$ cat src/rtl/line_pkg.sv
// Shared constants for the keyboard line editor and its echo/display stage.
package line_pkg;

    localparam logic [7:0] ASCII_BS       = 8'h08;
    localparam logic [7:0] ASCII_CR       = 8'h0D;
    localparam logic [7:0] ASCII_PRINT_LO = 8'h20;
    localparam logic [7:0] ASCII_PRINT_HI = 8'h7E;

    localparam int LINE_BYTES = 16;

    // Line editor state encoding (2 bits)
    localparam logic [1:0] ST_EDIT   = 2'd0;
    localparam logic [1:0] ST_COMMIT = 2'd1;
    localparam logic [1:0] ST_PLAY   = 2'd2;
    localparam logic [1:0] ST_CLEAR  = 2'd3;

endpackage

$ cat src/rtl/line_assembler_key_classify.sv
// Combinational ASCII key classifier; shared with the echo/display stage.
import line_pkg::*;

module key_classify (
    input  logic [7:0] key_ascii,
    output logic       is_print,
    output logic       is_bs,
    output logic       is_enter
);

    // Sort the code into the three classes the editor reacts to
    always_comb begin
        is_print = (key_ascii >= ASCII_PRINT_LO) && (key_ascii <= ASCII_PRINT_HI);
        is_bs    = (key_ascii == ASCII_BS);
        is_enter = (key_ascii == ASCII_CR);
    end

endmodule

$ cat src/rtl/line_assembler.sv
// Collects key codes into a 16-byte line, hands it to playback on Enter,
// freezes it while playback runs and clears it once playback is done.
import line_pkg::*;

module line_assembler #(
    parameter int MAX_LEN = 15
) (
    input  logic         clk,
    input  logic         clrn,
    input  logic         key_valid,
    input  logic [7:0]   key_ascii,
    input  logic         do_loop,
    output logic [127:0] ipt_buf,
    output logic [3:0]   len,
    output logic         process_over,
    output logic         key_drop,
    output logic         busy
);

    localparam logic [3:0] MAX_LEN_C = 4'(MAX_LEN);

    logic                         is_print, is_bs, is_enter;
    logic                         key_hit;
    logic [1:0]                   state_q, state_d;
    logic [3:0]                   len_q, len_d;
    logic [LINE_BYTES-1:0][7:0]   buf_q, buf_d;
    logic                         drop_q, drop_d;

    key_classify u_classify (
        .key_ascii (key_ascii),
        .is_print  (is_print),
        .is_bs     (is_bs),
        .is_enter  (is_enter)
    );

    // A strobe of a class the editor acts on (others vanish silently)
    assign key_hit = key_valid && (is_print || is_bs || is_enter);

    // Next-state, buffer edit and drop decision
    always_comb begin
        state_d = state_q;
        len_d   = len_q;
        buf_d   = buf_q;
        drop_d  = 1'b0;
        case (state_q)
            ST_EDIT: begin
                if (key_valid) begin
                    if (is_print) begin
                        if (len_q < MAX_LEN_C) begin
                            buf_d[len_q] = key_ascii;
                            len_d        = len_q + 4'd1;
                        end else begin
                            drop_d = 1'b1;
                        end
                    end else if (is_bs) begin
                        if (len_q != 4'd0) begin
                            buf_d[len_q - 4'd1] = 8'h00;
                            len_d               = len_q - 4'd1;
                        end
                    end else if (is_enter) begin
                        // An empty line could never complete the do_loop
                        // handshake, so it is refused outright.
                        if (len_q != 4'd0) state_d = ST_COMMIT;
                        else               drop_d  = 1'b1;
                    end
                end
            end
            ST_COMMIT: begin
                drop_d = key_hit;
                if (do_loop) state_d = ST_PLAY;
            end
            ST_PLAY: begin
                drop_d = key_hit;
                if (!do_loop) state_d = ST_CLEAR;
            end
            default: begin
                drop_d  = key_hit;
                buf_d   = '0;
                len_d   = 4'd0;
                state_d = ST_EDIT;
            end
        endcase
    end

    // State, line buffer and drop pulse registers
    always_ff @(posedge clk or negedge clrn) begin
        if (!clrn) begin
            state_q <= ST_EDIT;
            len_q   <= 4'd0;
            buf_q   <= '0;
            drop_q  <= 1'b0;
        end else begin
            state_q <= state_d;
            len_q   <= len_d;
            buf_q   <= buf_d;
            drop_q  <= drop_d;
        end
    end

    assign ipt_buf      = buf_q;
    assign len          = len_q;
    assign process_over = (state_q == ST_COMMIT);
    assign busy         = (state_q != ST_EDIT);
    assign key_drop     = drop_q;

endmodule

$ cat config.mk
export PLATFORM = sky130hd
export DESIGN_NAME = line_assembler
export DESIGN_NICKNAME = d
export VERILOG_FILES = /design/src/rtl/line_pkg.sv /design/src/rtl/line_assembler_key_classify.sv /design/src/rtl/line_assembler.sv
export SDC_FILE = /design/constraint.sdc
export NUM_CORES = 1
export LEC_CHECK = 0
export CORE_MARGIN = 2
export CORE_UTILIZATION = 52
export DETAILED_ROUTE_END_ITERATION = 16
export PLACE_DENSITY = 0.81
export SKIP_CTS_REPAIR_TIMING = 1
export SYNTH_ARGS = -nofsm -noshare
export SYNTH_HDL_FRONTEND = slang
export SYNTH_HIERARCHICAL = 1
export SYNTH_SLANG_ARGS = --single-unit
export TNS_END_PERCENT = 30
$ cat constraint.sdc
create_clock -name clk -period 2.8 [get_ports clk]
set_input_delay 0.42 -clock clk [delete_from_list [all_inputs] [get_ports clk]]
set_output_delay 0.42 -clock clk [all_outputs]
set_load 0.05 [all_outputs]
==> flow_summary.ini <==
[setup_path]
crit_arrival_ns = 2.95
worstSetupPathType = in -> reg
endpoint_kind = register
crit_required_ns = 3.16
cp-start-kind = input port
rr_startpoint = state_q[0]
cp_common_cell = buf_4
path_cells = clkdlybuf4s50_1 -> or4_4 -> nor4_2 -> or2_2 -> o211a_4 -> buf_4 -> nand4_1 -> nor3_1 -> buf_4 -> a22o_1
max_stage_delay_ns = 0.56
slowest_stage = or4_4
cp-startpoint = key_ascii[4]
crit_fanout = 7

[sta]
slew_headroom_pct = 57.6
rsz0062_at_grt = false
fin_crit_sh_pct = 92.7
slew_violations = 0
clock_skew_ns = 0.0148
finalHoldViolCount = 0
finalSetupViolCount = 0
fmax_mhz = 385
min_period_ns = 2.60
worst_slew_pin_slew_ns = 0.635

[route]
wl_met1_mm = 8.89
drtIter0Drc = 588
wl_per_cell_um = 18.5
via_count = 6704
wl_met2_mm = 10.3
highest_layer = met4
postRouteAntennaNets = 0
avgViaCountPerCell = 5.87
wl_mm = 21.2
met3_length_mm = 1.41
remaining_drc_errors = 0
dr.pass1.iters = 7

[die]
pin_count = 147
core_um2 = 13100
initial_utilization_pct = 52.7
die_w_um = 119
die_height_um = 119
std_cell_rows = 42
die-area_um2 = 14300

[global_route]
grt-ovfl-total = 0
grt_start_max_net_pins = 66
grt_usage_pct = 30.4
grt_pass1_wl_mm = 34.0
grt_pass1_vias = 6568
antenna_found_initial = 0

[final_layout]
multiInputGateArea_um2 = 3350
layout-drive-gt1-share_pct = 15.5
syn_to_final_growth_pct = 38.8
regArea_um2 = 3380
nFillCells = 964
n_antenna_cell = 0
final_nets = 977
fin_cells = 1142

[synthesis]
synth_most_common_cell = dfrtp_1
syn_avg_cell_area_um2 = 9.26
synthTopCellsByCount = dfrtp_1 (135), nand2_1 (118), a21oi_1 (93), o21ai_0 (87), nor2_1 (86)
synth_xor_area_share_pct = 0.126
synth_top_family_by_area = compound AO/OA/AOI/OAI gates
synth_compound_area_share_pct = 27.8
syn_inst = 748
synth-main-ff-cell = dfrtp_1
yosys-top-cells-area = dfrtp_1 (49%), a21oi_1 (6.7%), nand2_1 (6.4%)
synth_top_area_share_pct = 48.8
ys_ff_latch = 135
synth_nets = 771
synth-seq-area-share_pct = 48.8
synth_top_area_cell = dfrtp_1
synth_edf_count = 0
synthMuxAreaShare_pct = 0.163
ys_warn_count = 6
synth_area_um2 = 6930
yosys.area_share.adder_pct = 1.99
synth-simple-area-share_pct = 18.1
synth-async-reset-ratio_pct = 100
yosysUniqueCellTypes = 57

[clock_tree]
cts_max_level = 4
clock_latency_ns = 0.43
cts_root_buf = clkbuf_16
cts.reportedPaths.clkPinSlew_ns = 0.06
cts_buffers = 17
cts_sinks = 135
cts_tree = yes
cts.path.max_buffers = 2

[placement]
hpwl_mm = 14.7
dp_cells = 1110
gp_congestion = 0.957
io_buffer_count = 146

[pwr]
cellLeakagePower_nw = 4.15
vdd_ir_drop_max_uv = 829
powerDensity_nw_per_um2 = 1430
power_mw = 13.7

[outcome]
status = complete, no violations

[hold_path]
hold_path_class = in -> async

[run]
cap_violations = 0
-- per-stage QoR --
| stage | worst slack [ns] | hold slack, ns | util, % | TNS [ns] | instance area (um^2) |
|---|---|---|---|---|---|
| global route | 0.0817 | 0.502 | 73.2 | 0 | 9620 |
| finish | 0.205 | 0.462 | 73.2 | 0 | 9620 |
| CTS | 0.251 | -0.0659 | 73.2 | 0 | 9610 |
| floorplan | 0.167 | 0.124 | - | 0 | 6930 |
| detailed placement | -0.193 | 0.380 | 69.0 | -7.27 | 9060 |
| global placement | -0.156 | 0.368 | 69.0 | -6.44 | 9060 |
-- state kept, by name, summed over array words and instances, names as in the netlist --
name	cells
ipt_buf	128
state_q	2
len	4
key_drop	1
-- path summary, 6_finish.rpt --
| kind | end | slack, ns | cells after the start |
|---|---|---|---|
| max in group asynchronous | ipt_buf[11] | 1.48 | 3 |
| hold reg to reg | ipt_buf[27] | 0.50 | 1 |
| setup / recovery | ipt_buf[26] | 0.20 | 10 |
| hold / removal | ipt_buf[89] | 0.46 | 2 |
| min in group clk | ipt_buf[27] | 0.50 | 1 |
| setup reg to reg | ipt_buf[45] | 0.34 | 7 |
-- final cells by class --
cell class	instances	area share, %
inverter	9	0.351
tap	176	2.29
timing repair buffer	220	21.7
clock inverter	8	0.767
sequential	135	35.1
multi-input combinational	571	34.8
clock buffer	23	4.97
-- where the power goes --
part	internal, mW	total (mW)	switching (mW)
combinational	2.91	8.62	5.71
sequential	2.63	3.01	0.374
clock	1.28	2.10	0.823
-- logic make-up (layout without fill, tap and decap cells) --
logic type | Yosys count | in the layout
DFF | 135 | 135
AOI/OAI and AO/OA | 277 | 277
muxes | 1 | 1
adders and majority gates | 11 | 11
and+or+nand+nor | 281 | 281
buffers and inverters | 42 | 260
xor gates and xnor gates | 1 | 1
-- metal layers --
metal / up-vias / track usage, %
met5: - / 0
li1: 3080 / -
met3: 47 / 6.61
met1: 3289 / 39.6
met2: 288 / 49.1
met4: 0 / 13.8
-- critical path: cells and delay by family --
kind | cells | cell delay (ns)
and+or+nand+nor | 5 | 1.38
buffers and inverters | 3 | 0.82
AOI/OAI and AO/OA | 2 | 0.32
-- placed cells by master, fill, tap and decap left out, types with 5 or more instances in the layout --
cell,synthesis,final
o22a_1,16,16
buf_12,1,6
a21oi_2,17,17
a21oi_1,93,93
nand4_1,7,7
ha_1,11,10
and3_1,8,8
nand2_1,118,118
nor2_1,86,86
clkbuf_16,0,17
clkdlybuf4s50_1,0,144
o21ai_0,87,87
nor2b_1,19,19
and2_1,5,5
a32o_1,6,6
buf_4,3,69
nand3_1,19,19
inv_1,8,8
a22o_1,19,19
a211oi_4,9,9
dfrtp_1,135,135
Power figures use the tool's default switching activity.
